--- config.mk ---
export PLATFORM = sky130hd
export DESIGN_NAME = clk_en_sched
export DESIGN_NICKNAME = d
export VERILOG_FILES = /design/src/rtl/clk_sched_pkg.sv /design/src/rtl/clk_sched_chan.sv /design/src/rtl/clk_en_sched.sv
export SDC_FILE = /design/constraint.sdc
export NUM_CORES = 1
export LEC_CHECK = 0
export ABC_CLOCK_PERIOD_IN_PS = 5000
export BUFFER_PORTS_ARGS = -buffer_cell sky130_fd_sc_hd__buf_2
export CORE_UTILIZATION = 63
export DETAILED_ROUTE_END_ITERATION = 10
export GPL_TIMING_DRIVEN = 0
export PLACE_DENSITY = 0.85
export SLEW_MARGIN = 20
export SYNTH_ARGS = -nofsm -noshare
export SYNTH_HDL_FRONTEND = slang
export SYNTH_SLANG_ARGS = --single-unit
--- constraint.sdc ---
create_clock -name clk_in -period 5 [get_ports clk_in]
set_input_delay 1 -clock clk_in [delete_from_list [all_inputs] [get_ports clk_in]]
set_output_delay 1 -clock clk_in [all_outputs]
set_load 0.02 [all_outputs]
--- src/rtl/clk_sched_pkg.sv ---
// Shared types and helpers for the clock-enable scheduler.
package clk_sched_pkg;

  localparam int DEF_DIV_W = 16;

  typedef logic [DEF_DIV_W-1:0] div_t;

  // Channel-select width; a single channel still needs a 1-bit select.
  function automatic int ch_w(input int n);
    return (n > 1) ? $clog2(n) : 1;
  endfunction

endpackage

--- src/rtl/clk_sched_chan.sv ---
// One tick channel: programmable divider with a shadow ratio that is
// applied only on the period boundary.
module clk_sched_chan
  import clk_sched_pkg::*;
#(
  parameter int DIV_W       = DEF_DIV_W,
  parameter int DEFAULT_DIV = 2
) (
  input  logic             clk_in,
  input  logic             rst_n,
  input  logic             run,
  input  logic             wr_en,
  input  logic [DIV_W-1:0] wr_div,
  output logic             tick,
  output logic             sq,
  output logic             pending
);

  localparam logic [DIV_W-1:0] DIV_ZERO = {DIV_W{1'b0}};
  localparam logic [DIV_W-1:0] DIV_ONE  = DIV_W'(1);
  localparam logic [DIV_W-1:0] DIV_RST  = DIV_W'(DEFAULT_DIV);

  logic [DIV_W-1:0] cnt_r, div_r, shadow_r;
  logic [DIV_W-1:0] cnt_s, div_s, shadow_s;
  logic             pending_r, tick_r, sq_r;
  logic             pending_s, tick_s, sq_s;
  logic             active_s, wrap_s, wr_direct_s, wr_shadow_s;

  // Next-state for counter, ratio, shadow and outputs.
  always_comb begin
    active_s    = run && (div_r != DIV_ZERO);
    wrap_s      = active_s && (cnt_r == (div_r - DIV_ONE));
    // A disabled channel or a write landing on the wrap edge takes the ratio at once.
    wr_direct_s = wr_en && ((div_r == DIV_ZERO) || wrap_s);
    wr_shadow_s = wr_en && !wr_direct_s;

    tick_s    = wrap_s;
    sq_s      = wrap_s ? !sq_r : sq_r;
    shadow_s  = wr_shadow_s ? wr_div : shadow_r;
    pending_s = wr_shadow_s ? 1'b1 : (wrap_s ? 1'b0 : pending_r);
    div_s     = wr_direct_s ? wr_div : ((wrap_s && pending_r) ? shadow_r : div_r);
    cnt_s     = (wr_direct_s || wrap_s) ? DIV_ZERO :
                (active_s ? (cnt_r + DIV_ONE) : cnt_r);
  end

  // Channel state registers.
  always_ff @(posedge clk_in or negedge rst_n) begin
    if (!rst_n) begin
      cnt_r     <= DIV_ZERO;
      div_r     <= DIV_RST;
      shadow_r  <= DIV_ZERO;
      pending_r <= 1'b0;
      tick_r    <= 1'b0;
      sq_r      <= 1'b0;
    end else begin
      cnt_r     <= cnt_s;
      div_r     <= div_s;
      shadow_r  <= shadow_s;
      pending_r <= pending_s;
      tick_r    <= tick_s;
      sq_r      <= sq_s;
    end
  end

  assign tick    = tick_r;
  assign sq      = sq_r;
  assign pending = pending_r;

endmodule

--- src/rtl/clk_en_sched.sv ---
// Multi-channel clock-enable scheduler: config decode, ready mux, error
// flag and one divider channel per tick output.
module clk_en_sched
  import clk_sched_pkg::*;
#(
  parameter int  NUM_CH      = 4,
  parameter int  DIV_W       = DEF_DIV_W,
  parameter int  DEFAULT_DIV = 2,
  localparam int CH_W        = ch_w(NUM_CH)
) (
  input  logic              clk_in,
  input  logic              rst_n,
  input  logic              run,
  input  logic              cfg_valid,
  output logic              cfg_ready,
  input  logic [CH_W-1:0]   cfg_ch,
  input  logic [DIV_W-1:0]  cfg_div,
  output logic              cfg_err,
  output logic [NUM_CH-1:0] pending,
  output logic [NUM_CH-1:0] tick,
  output logic [NUM_CH-1:0] sq
);

  logic [NUM_CH-1:0] wr_en_s;
  logic              cfg_ready_s;
  logic              in_range_s;
  logic              cfg_err_r;

  // Channel decode; out-of-range selects are always ready so they can be dropped.
  always_comb begin
    cfg_ready_s = 1'b1;
    in_range_s  = 1'b0;
    wr_en_s     = {NUM_CH{1'b0}};
    for (int c = 0; c < NUM_CH; c++) begin
      if (cfg_ch == CH_W'(c)) begin
        in_range_s  = 1'b1;
        cfg_ready_s = !pending[c];
        wr_en_s[c]  = cfg_valid && !pending[c];
      end else begin
        wr_en_s[c]  = 1'b0;
      end
    end
  end

  // Error pulse for an accepted write to a non-existent channel.
  always_ff @(posedge clk_in or negedge rst_n) begin
    if (!rst_n) begin
      cfg_err_r <= 1'b0;
    end else begin
      cfg_err_r <= cfg_valid && !in_range_s;
    end
  end

  assign cfg_ready = cfg_ready_s;
  assign cfg_err   = cfg_err_r;

  for (genvar g = 0; g < NUM_CH; g++) begin : g_ch
    clk_sched_chan #(
      .DIV_W       (DIV_W),
      .DEFAULT_DIV (DEFAULT_DIV)
    ) u_chan (
      .clk_in  (clk_in),
      .rst_n   (rst_n),
      .run     (run),
      .wr_en   (wr_en_s[g]),
      .wr_div  (cfg_div),
      .tick    (tick[g]),
      .sq      (sq[g]),
      .pending (pending[g])
    );
  end

endmodule

==> results of run 1 <==
==> sequential cells by signal (all words and copies together) (netlist names) <==
register,count
g_ch.u_chan.cnt_r,64
g_ch.u_chan.shadow_r,64
g_ch.u_chan.sq,4
g_ch.u_chan.pending,4
g_ch.u_chan.div_r,64
g_ch.u_chan.tick,4
cfg_err,1
==> Yosys cell counts, types with 5 or more instances <==
| master | instances | area, um^2 |
|---|---|---|
| mux2_1 | 9 | 101 |
| and3b_1 | 17 | 149 |
| xnor2_1 | 70 | 613 |
| o21ai_0 | 20 | 100 |
| a211oi_1 | 27 | 203 |
| inv_1 | 42 | 158 |
| nand4_1 | 30 | 188 |
| buf_4 | 13 | 97.6 |
| nor3_1 | 53 | 265 |
| a31oi_1 | 10 | 62.6 |
| or4_1 | 9 | 67.6 |
| dfrtp_1 | 201 | 5030 |
| nor2b_1 | 10 | 62.6 |
| mux2_2 | 56 | 631 |
| xor2_1 | 62 | 543 |
| or3_1 | 13 | 81.3 |
| buf_2 | 13 | 65.1 |
| and4_1 | 6 | 52.6 |
| and3_1 | 20 | 125 |
| nor4_1 | 17 | 106 |
| buf_1 | 5 | 18.8 |
| o22ai_1 | 35 | 219 |
| nand2b_1 | 12 | 75.1 |
| ha_1 | 12 | 150 |
| nand3b_1 | 5 | 37.5 |
| a21oi_1 | 60 | 300 |
| or2_2 | 5 | 31.3 |
| nor3b_1 | 23 | 173 |
| mux2i_1 | 7 | 70.1 |
| nor2_1 | 166 | 623 |
| nand2_1 | 55 | 206 |
| nand3_1 | 26 | 130 |
| clkbuf_1 | 39 | 146 |
==> kinds of logic after synthesis <==
kind of cell / Yosys count
AND/OR/NAND/NOR: 498
multiplexers: 73
other: 1
adder cells (fa/ha/maj): 12
XOR/XNOR: 132
flip-flops: 205
buffers and inverters: 115
AO/OA/AOI/OAI: 197
==> per-stage QoR <==
step	power, mW	util	hold WS, ns
4_1_cts	5.67	0.719	0.336
3_3_place_gp	3.87	0.674	0.458
6_report	5.70	0.720	0.336
5_1_grt	5.97	0.719	0.342
2_1_floorplan	3.55	-	0.443
3_5_place_dp	3.98	0.678	0.458
==> cell type report <==
cell class / count / share of cell area
clock buffers: 30 / 0.0469
clock inverters: 12 / 0.0101
inverters: 42 / 0.0121
flip-flops and latches: 205 / 0.393
diodes: 1 / 0.000192
well taps: 229 / 0.0219
multi-input cells: 913 / 0.470
plain buffers: 73 / 0.0277
repair buffers: 37 / 0.0184
==> power groups by stage <==
stage               Sequential [mW]  Clock (mW)  Combinational, mW
floorplan                      2.08           0               1.47
global placement               2.13           0               1.74
detailed placement             2.14           0               1.84
CTS                            2.12        1.70               1.86
global route                   2.15        1.76               2.06
finish                         2.12        1.68               1.90
==> worst paths after layout <==
kind,from,endpoint,cells past startpoint
worst max-delay path,g_ch[3].u_chan.div_r[0]$_DFFE_PN0P_,g_ch[3].u_chan.shadow_r[13]$_DFFE_PN0P_,13
worst min-delay path,rst_n,g_ch[0].u_chan.cnt_r[3]$_DFFE_PN0P_,1
worst max register to register,g_ch[3].u_chan.div_r[0]$_DFFE_PN0P_,g_ch[3].u_chan.shadow_r[13]$_DFFE_PN0P_,13
worst min register to register,g_ch[1].u_chan.sq$_DFFE_PN0P_,g_ch[1].u_chan.sq$_DFFE_PN0P_,1
max in group asynchronous,rst_n,g_ch[2].u_chan.div_r[13]$_DFFE_PN0P_,2
min in group clk_in,g_ch[1].u_chan.sq$_DFFE_PN0P_,g_ch[1].u_chan.sq$_DFFE_PN0P_,1
==> layer usage <==
metal  vias to the layer above  global-route usage  routed length, um
met4                         2              0.0959                820
met2                       377               0.513              13900
li1                       4530                   -                  -
met1                      4804               0.423              12500
met5                         -                   0                 11
met3                        66              0.0445               1980
==> flow_summary_export.csv, run 1 <==
group,metric,value,unit
outcome,status,"finished with violations",
outcome,violations,"design-rule violations",
floorplan,fp.dieW,139,um
placement,dp.cells,1499,
floorplan,rows,49,
clock_network,clock_path_buffers,3,
placement,hpwl,20.1,mm
clock_network,clkLatencyLatePin,0.52,ns
critical_path,end_kind,"register",
timing,max_clock_freq,233,MHz
synth,syn-cell-area,11800,um^2
critical_path,critPathArrivalTime,4.69,ns
routing,drt-initial-drc-count,850,
floorplan,start_util,0.649,
power_and_ir_drop,p_per_area,437,nW/um^2
global_route,grt_max_degree,101,
clock_network,ctsResizeCount,0,
layout,multi_input_area,6130,um^2
timing,fin_tns_setup,0,ns
synth,synthMuxAreaShare,0.0700,
layout,final_cells,1542,
critical_path,crit_fanout,10,
critical_path,worstSetupStartpointType,"register",
routing,drt_drc_violations_left,18,
layout,seq_area,5130,um^2
layout,fin_nets,1329,
routing,drt-total-wl,29.2,mm
power_and_ir_drop,swShare,0.345,
routing,num_vias,9779,
timing,max_slew.worst_pin.slew,1.01,ns
clock_network,cts_sinks,205,
timing,post-route-period-util,0.859,
synth,syn_inst,1233,
timing,hold_viol,0,
synth,synth_top_family_by_area,"simple AND/OR/NAND/NOR gates",
power_and_ir_drop,internal_power,3.74,mW
critical_path,crit_buf_inv,4,
synth,synth_top_flop_cell,"dfrtp_1",
layout,area_delta_synth_final,10.9,%
synth,synthAdderAreaFrac,0.0128,
clock_network,numCtsBuffers,23,
synth,synth-compound-area-share,0.109,
power_and_ir_drop,p_seq_frac,0.372,
global_route,grt_pass1_wl,48.2,mm
placement,gp_congestion,0.921,
power_and_ir_drop,clockPowerShare,0.294,
worst_hold_path,hold_path.class,"primary input to async pin",
timing,rsz0062_at_grt,"false",
power_and_ir_drop,leakage,5.86,nW
critical_path,crit_required,5.40,ns
floorplan,die_h,139,um
power_and_ir_drop,worst_ir_drop_vdd,0.537,mV
synth,ys_async_sr_fraction,1.00,
clock_network,postCtsHoldBufs,0,
timing,setup_viol,0,
timing,skew,0.0185,ns
critical_path,reg2reg_slack,0.71,ns
floorplan,ios,36,
timing,slew_headroom,0.316,
synth,syn_nets,1267,
synth,avgSynthCellArea,9.55,um^2
global_route,grt_pass1_vias,9508,
placement,place_area,12300,um^2
timing,setup_ws,0.706,ns
synth,ys_types,84,
global_route,antenna_found_initial,2,
synth,ys_ff_latch,205,
floorplan,die_area,19200,um^2
routing,drtAntennaViolNets,0,
synth,synth_xor_area_frac,0.0982,
synth,yosys.area_share.simple,0.229,
flow_run,drv_cap,0,
clock_network,ctsHtreeMaxLevel,1,
clock_network,clk_pin_slew,0.06,ns
synth,yosys_warnings,0,
placement,pre_cts_ws,0.833,ns
power_and_ir_drop,p_switching,1.97,mW
clock_network,clock-root-buffer,"clkbuf_16",
critical_path,cp_slowest_cell,"or4b_2",
layout,final_cell_mix,"dfrtp_1 (201), nor2_1 (166), xnor2_1 (70)",
critical_path,critPathMaxStageDelay,0.69,ns
routing,vias_per_cell,6.34,
floorplan,coreArea,18100,um^2
critical_path,cp_top_family,"simple AND/OR/NAND/NOR gates",
routing,wl_per_cell,18.9,um
synth,synth_edf_count,0,
timing,min_period,4.29,ns
layout,drive_gt1_frac,0.149,
layout,n_fill_cell,1341,
placement,placement.io_buffers,35,
critical_path,criticalPathCategory,"register to register",
clock_network,cts_tree,"done",
timing,drv_slew,0,
global_route,overflow,0,
critical_path,cp_cell_sequence,"inv_1, ha_1, clkbuf_1, or4b_2, o31ai_1, nand4_1, nor4_1, nand3_1, o21a_2, nand2b_1, buf_2, buf_6, mux2_2",
layout,final_area,13100,um^2
layout,final_common_cell,"dfrtp_1",
clock_network,post-cts-setup-buffers,0,
routing,dr.pass1.iters,8,
global_route,grtUsageTotal,0.309,
power_and_ir_drop,combPwrFrac,0.334,
synth,yosysSeqAreaShare,0.436,
Note: power is estimated with default switching activity, not from simulation.
==> run 2: changes to the inputs <==
- ABC_AREA: not set -> 1
- CORE_UTILIZATION: 63 -> 64
==> run 2 against run 1 <==
Net effect: the run now ends clean; non-clock buffer count fell by 12; largest cell class unchanged; final cell count rose by 46%; critical path depth fell by 9; flip-flop and latch count did not move; highest routed layer is now met4; clock power rose by 8%; power fell by 6.6%; utilization rose by 0.44 points; via count rose by 28%; global-route usage rose by 2.1 points; synthesized cell count rose by 55%; cell area rose by 13%; worst setup slack improved by 1.1 ns.
==> flow_summary_export.csv, run 2 <==
group,metric,value,unit
routing,dr.pass1.iters,5,
layout,area_delta_synth_final,9.76,%
critical_path,r2r-end,"g_ch[1].u_chan.shadow_r[14]$_DFFE_PN0P_",
layout,fin_nets,1997,
power_and_ir_drop,leakage,7.33,nW
layout,biggestRegsByFlops,"g_ch.u_chan.cnt_r (64), g_ch.u_chan.div_r (64), g_ch.u_chan.shadow_r (64)",
routing,drt_drc_violations_left,0,
synth,yosys_warnings,0,
critical_path,rr_startpoint,"g_ch[1].u_chan.div_r[1]$_DFFE_PN1P_",
floorplan,ios,36,
critical_path,criticalPathCategory,"register to primary output",
synth,synth_top_flop_cell,"dfrtp_1",
timing,fin_tns_setup,0,ns
timing,rsz0062_at_grt,"false",
global_route,grtUsageTotal,0.330,
clock_network,cts_tree,"done",
synth,synth.area.top_cells,"dfrtp_1 (37%), nand2_1 (16%), nand3_1 (7.7%)",
timing,drv_slew,0,
floorplan,rows,52,
synth,ys_async_sr_fraction,1.00,
clock_network,numCtsBuffers,23,
critical_path,reg2reg_slack,2.22,ns
critical_path,critPathArrivalTime,2.21,ns
routing,drt-total-wl,34.7,mm
clock_network,clk_pin_slew,0.06,ns
synth,ys_types,49,
routing,vias_per_cell,5.56,
critical_path,cp_cell_sequence,"clkbuf_1, clkbuf_1, o21ai_0, buf_2",
critical_path,crit_top_cell,"clkbuf_1",
critical_path,critPathMaxStageDelay,0.43,ns
global_route,grt_pass1_wl,57.8,mm
critical_path,worstSetupStartpointType,"register",
global_route,grt_pass1_vias,11956,
floorplan,die_area,21600,um^2
synth,ys_ff_latch,205,
placement,hpwl,25.3,mm
critical_path,crit_required,4.00,ns
clock_network,clock-root-buffer,"clkbuf_16",
clock_network,ctsResizeCount,0,
timing,post-route-period-util,0.643,
synth,syn-cell-area,13500,um^2
floorplan,die_h,147,um
synth,yosys.area_share.simple,0.381,
flow_run,drv_cap,0,
clock_network,postCtsHoldBufs,0,
clock_network,clkLatencyLatePin,0.53,ns
clock_network,clock_path_buffers,3,
synth,yosysSeqAreaShare,0.381,
clock_network,cts_sinks,205,
critical_path,crit_fanout,10,
synth,synth_top_family_by_area,"simple AND/OR/NAND/NOR gates",
synth,synthAdderAreaFrac,0.0111,
synth,synth_edf_count,0,
routing,wl_per_cell,15.4,um
outcome,status,"finished clean",
timing,min_period,3.21,ns
timing,slew_headroom,0.559,
synth,yosys.area.top_type,"dfrtp_1",
critical_path,ff2ff_path_depth,16,
synth,synth_commonest_cells,"nand2_1 (563), inv_1 (247), nand3_1 (208)",
timing,max_clock_freq,311,MHz
synth,synth_xor_area_frac,0.0734,
floorplan,coreArea,20400,um^2
global_route,grt_max_degree,75,
critical_path,cp_top_family,"buffers and inverters",
synth,syn_nets,1951,
routing,num_vias,12525,
synth,syn_inst,1917,
layout,drive_gt1_frac,0.100,
power_and_ir_drop,p_per_area,360,nW/um^2
placement,gp_congestion,0.955,
placement,pre_cts_ws,1.87,ns
synth,synthMuxAreaShare,0.000743,
critical_path,end_kind,"primary output",
timing,setup_viol,0,
timing,hold_viol,0,
global_route,antenna_found_initial,2,
timing,max_slew.worst_pin.slew,0.655,ns
floorplan,fp.dieW,147,um
layout,final_cell_mix,"nand2_1 (563), inv_1 (247), nand3_1 (208)",
layout,final_cells,2251,
power_and_ir_drop,worst_ir_drop_vdd,0.423,mV
worst_hold_path,hold_path.class,"primary input to async pin",
placement,dp.cells,2208,
timing,skew,0.0184,ns
synth,avgSynthCellArea,7.03,um^2
synth,synth-compound-area-share,0.0455,
synth,yosysMostFrequentCell,"nand2_1",
power_and_ir_drop,power,5.32,mW
critical_path,crit_buf_inv,3,
global_route,overflow,0,
layout,final_common_cell,"nand2_1",
routing,drtAntennaViolNets,0,
clock_network,ctsHtreeMaxLevel,1,
floorplan,start_util,0.660,
clock_network,post-cts-setup-buffers,0,
critical_path,cp_slowest_cell,"clkbuf_1",
routing,drt-initial-drc-count,975,
timing,setup_ws,1.79,ns
synth,synth_top_area_frac,0.373,
placement,placement.io_buffers,19,
## run 2: changes by cell type after synthesis, sizes merged, moves of 27 or more
cell	delta
nand2	+523
nor2	+71
mux2	-65
o21ai	+69
o22ai	-34
xnor2	-32
nor3	-29
inv	+212
a21oi	-51
a211oi	-27
nand3	+187
## run 2: cells by family after synthesis
group | Yosys count
compound gates | 111
fa+ha+maj | 12
xor+xnor | 113
buf+inv | 332
other cells | 1
flops | 205
mux | 1
simple gates | 1142
## run 2: worst register-to-register path, delay by kind of cell (launching register included)
kind                     cells  cell delay, ns
AND/OR/NAND/NOR             12            1.29
buffers and inverters        2            0.42
adder cells (fa/ha/maj)      1            0.26
flip-flops                   1            0.53
AO/OA/AOI/OAI                1            0.15
## run 2: cell type report
cell class                      count  area, um^2
Clock buffer                       29         638
Multi-Input combinational cell   1380        6900
Tap cell                          270         338
Sequential cell                   205        5130
Fill cell                        1629        5640
Inverter                          255         962
Buffer                             77         474
Antenna cell                        2        5.00
Clock inverter                     12         174
Timing Repair Buffer               21         160
## run 2: metrics by stage
step | hold WS, ns | utilization | area [um^2]
after global placement | 0.462 | 0.681 | 13900
after global routing | 0.454 | 0.724 | 14800
after floorplan | 0.448 | - | 13500
after detailed placement | 0.468 | 0.684 | 14000
after CTS | 0.429 | 0.724 | 14800
final | 0.411 | 0.724 | 14800
## run 2: how the worst max path moves through the flow
stage,endpoint,slack (ns),cells after the start,startpoint
finish,cfg_ready,1.79,4,g_ch[3].u_chan.pending$_DFFE_PN0P_
CTS,cfg_ready,1.85,4,g_ch[3].u_chan.pending$_DFFE_PN0P_
global placement,g_ch[2].u_chan.cnt_r[11]$_DFFE_PN0P_,-0.47,1,rst_n
detailed placement,g_ch[0].u_chan.cnt_r[13]$_DFFE_PN0P_,1.87,13,run
floorplan,cfg_ready,2.42,4,cfg_ch[1]
global route,cfg_ready,1.75,4,g_ch[3].u_chan.pending$_DFFE_PN0P_
## run 2: report_power, final
part / switching, mW / internal (mW) / leakage (nW)
Sequential: 0.257 / 2.01 / 2.36
Clock: 0.702 / 1.11 / 0.388
Combinational: 0.792 / 0.452 / 4.58
Total: 1.75 / 3.57 / 7.33
## run 2: per-layer routing
layer / GRT usage / part of all wire / vias to the layer above
li1: - / - / 6106
met1: 0.436 / 0.42 / 5862
met2: 0.554 / 0.48 / 471
met3: 0.0323 / 0.064 / 86
met4: 0.139 / 0.038 / 0
met5: 0 / 0 / -
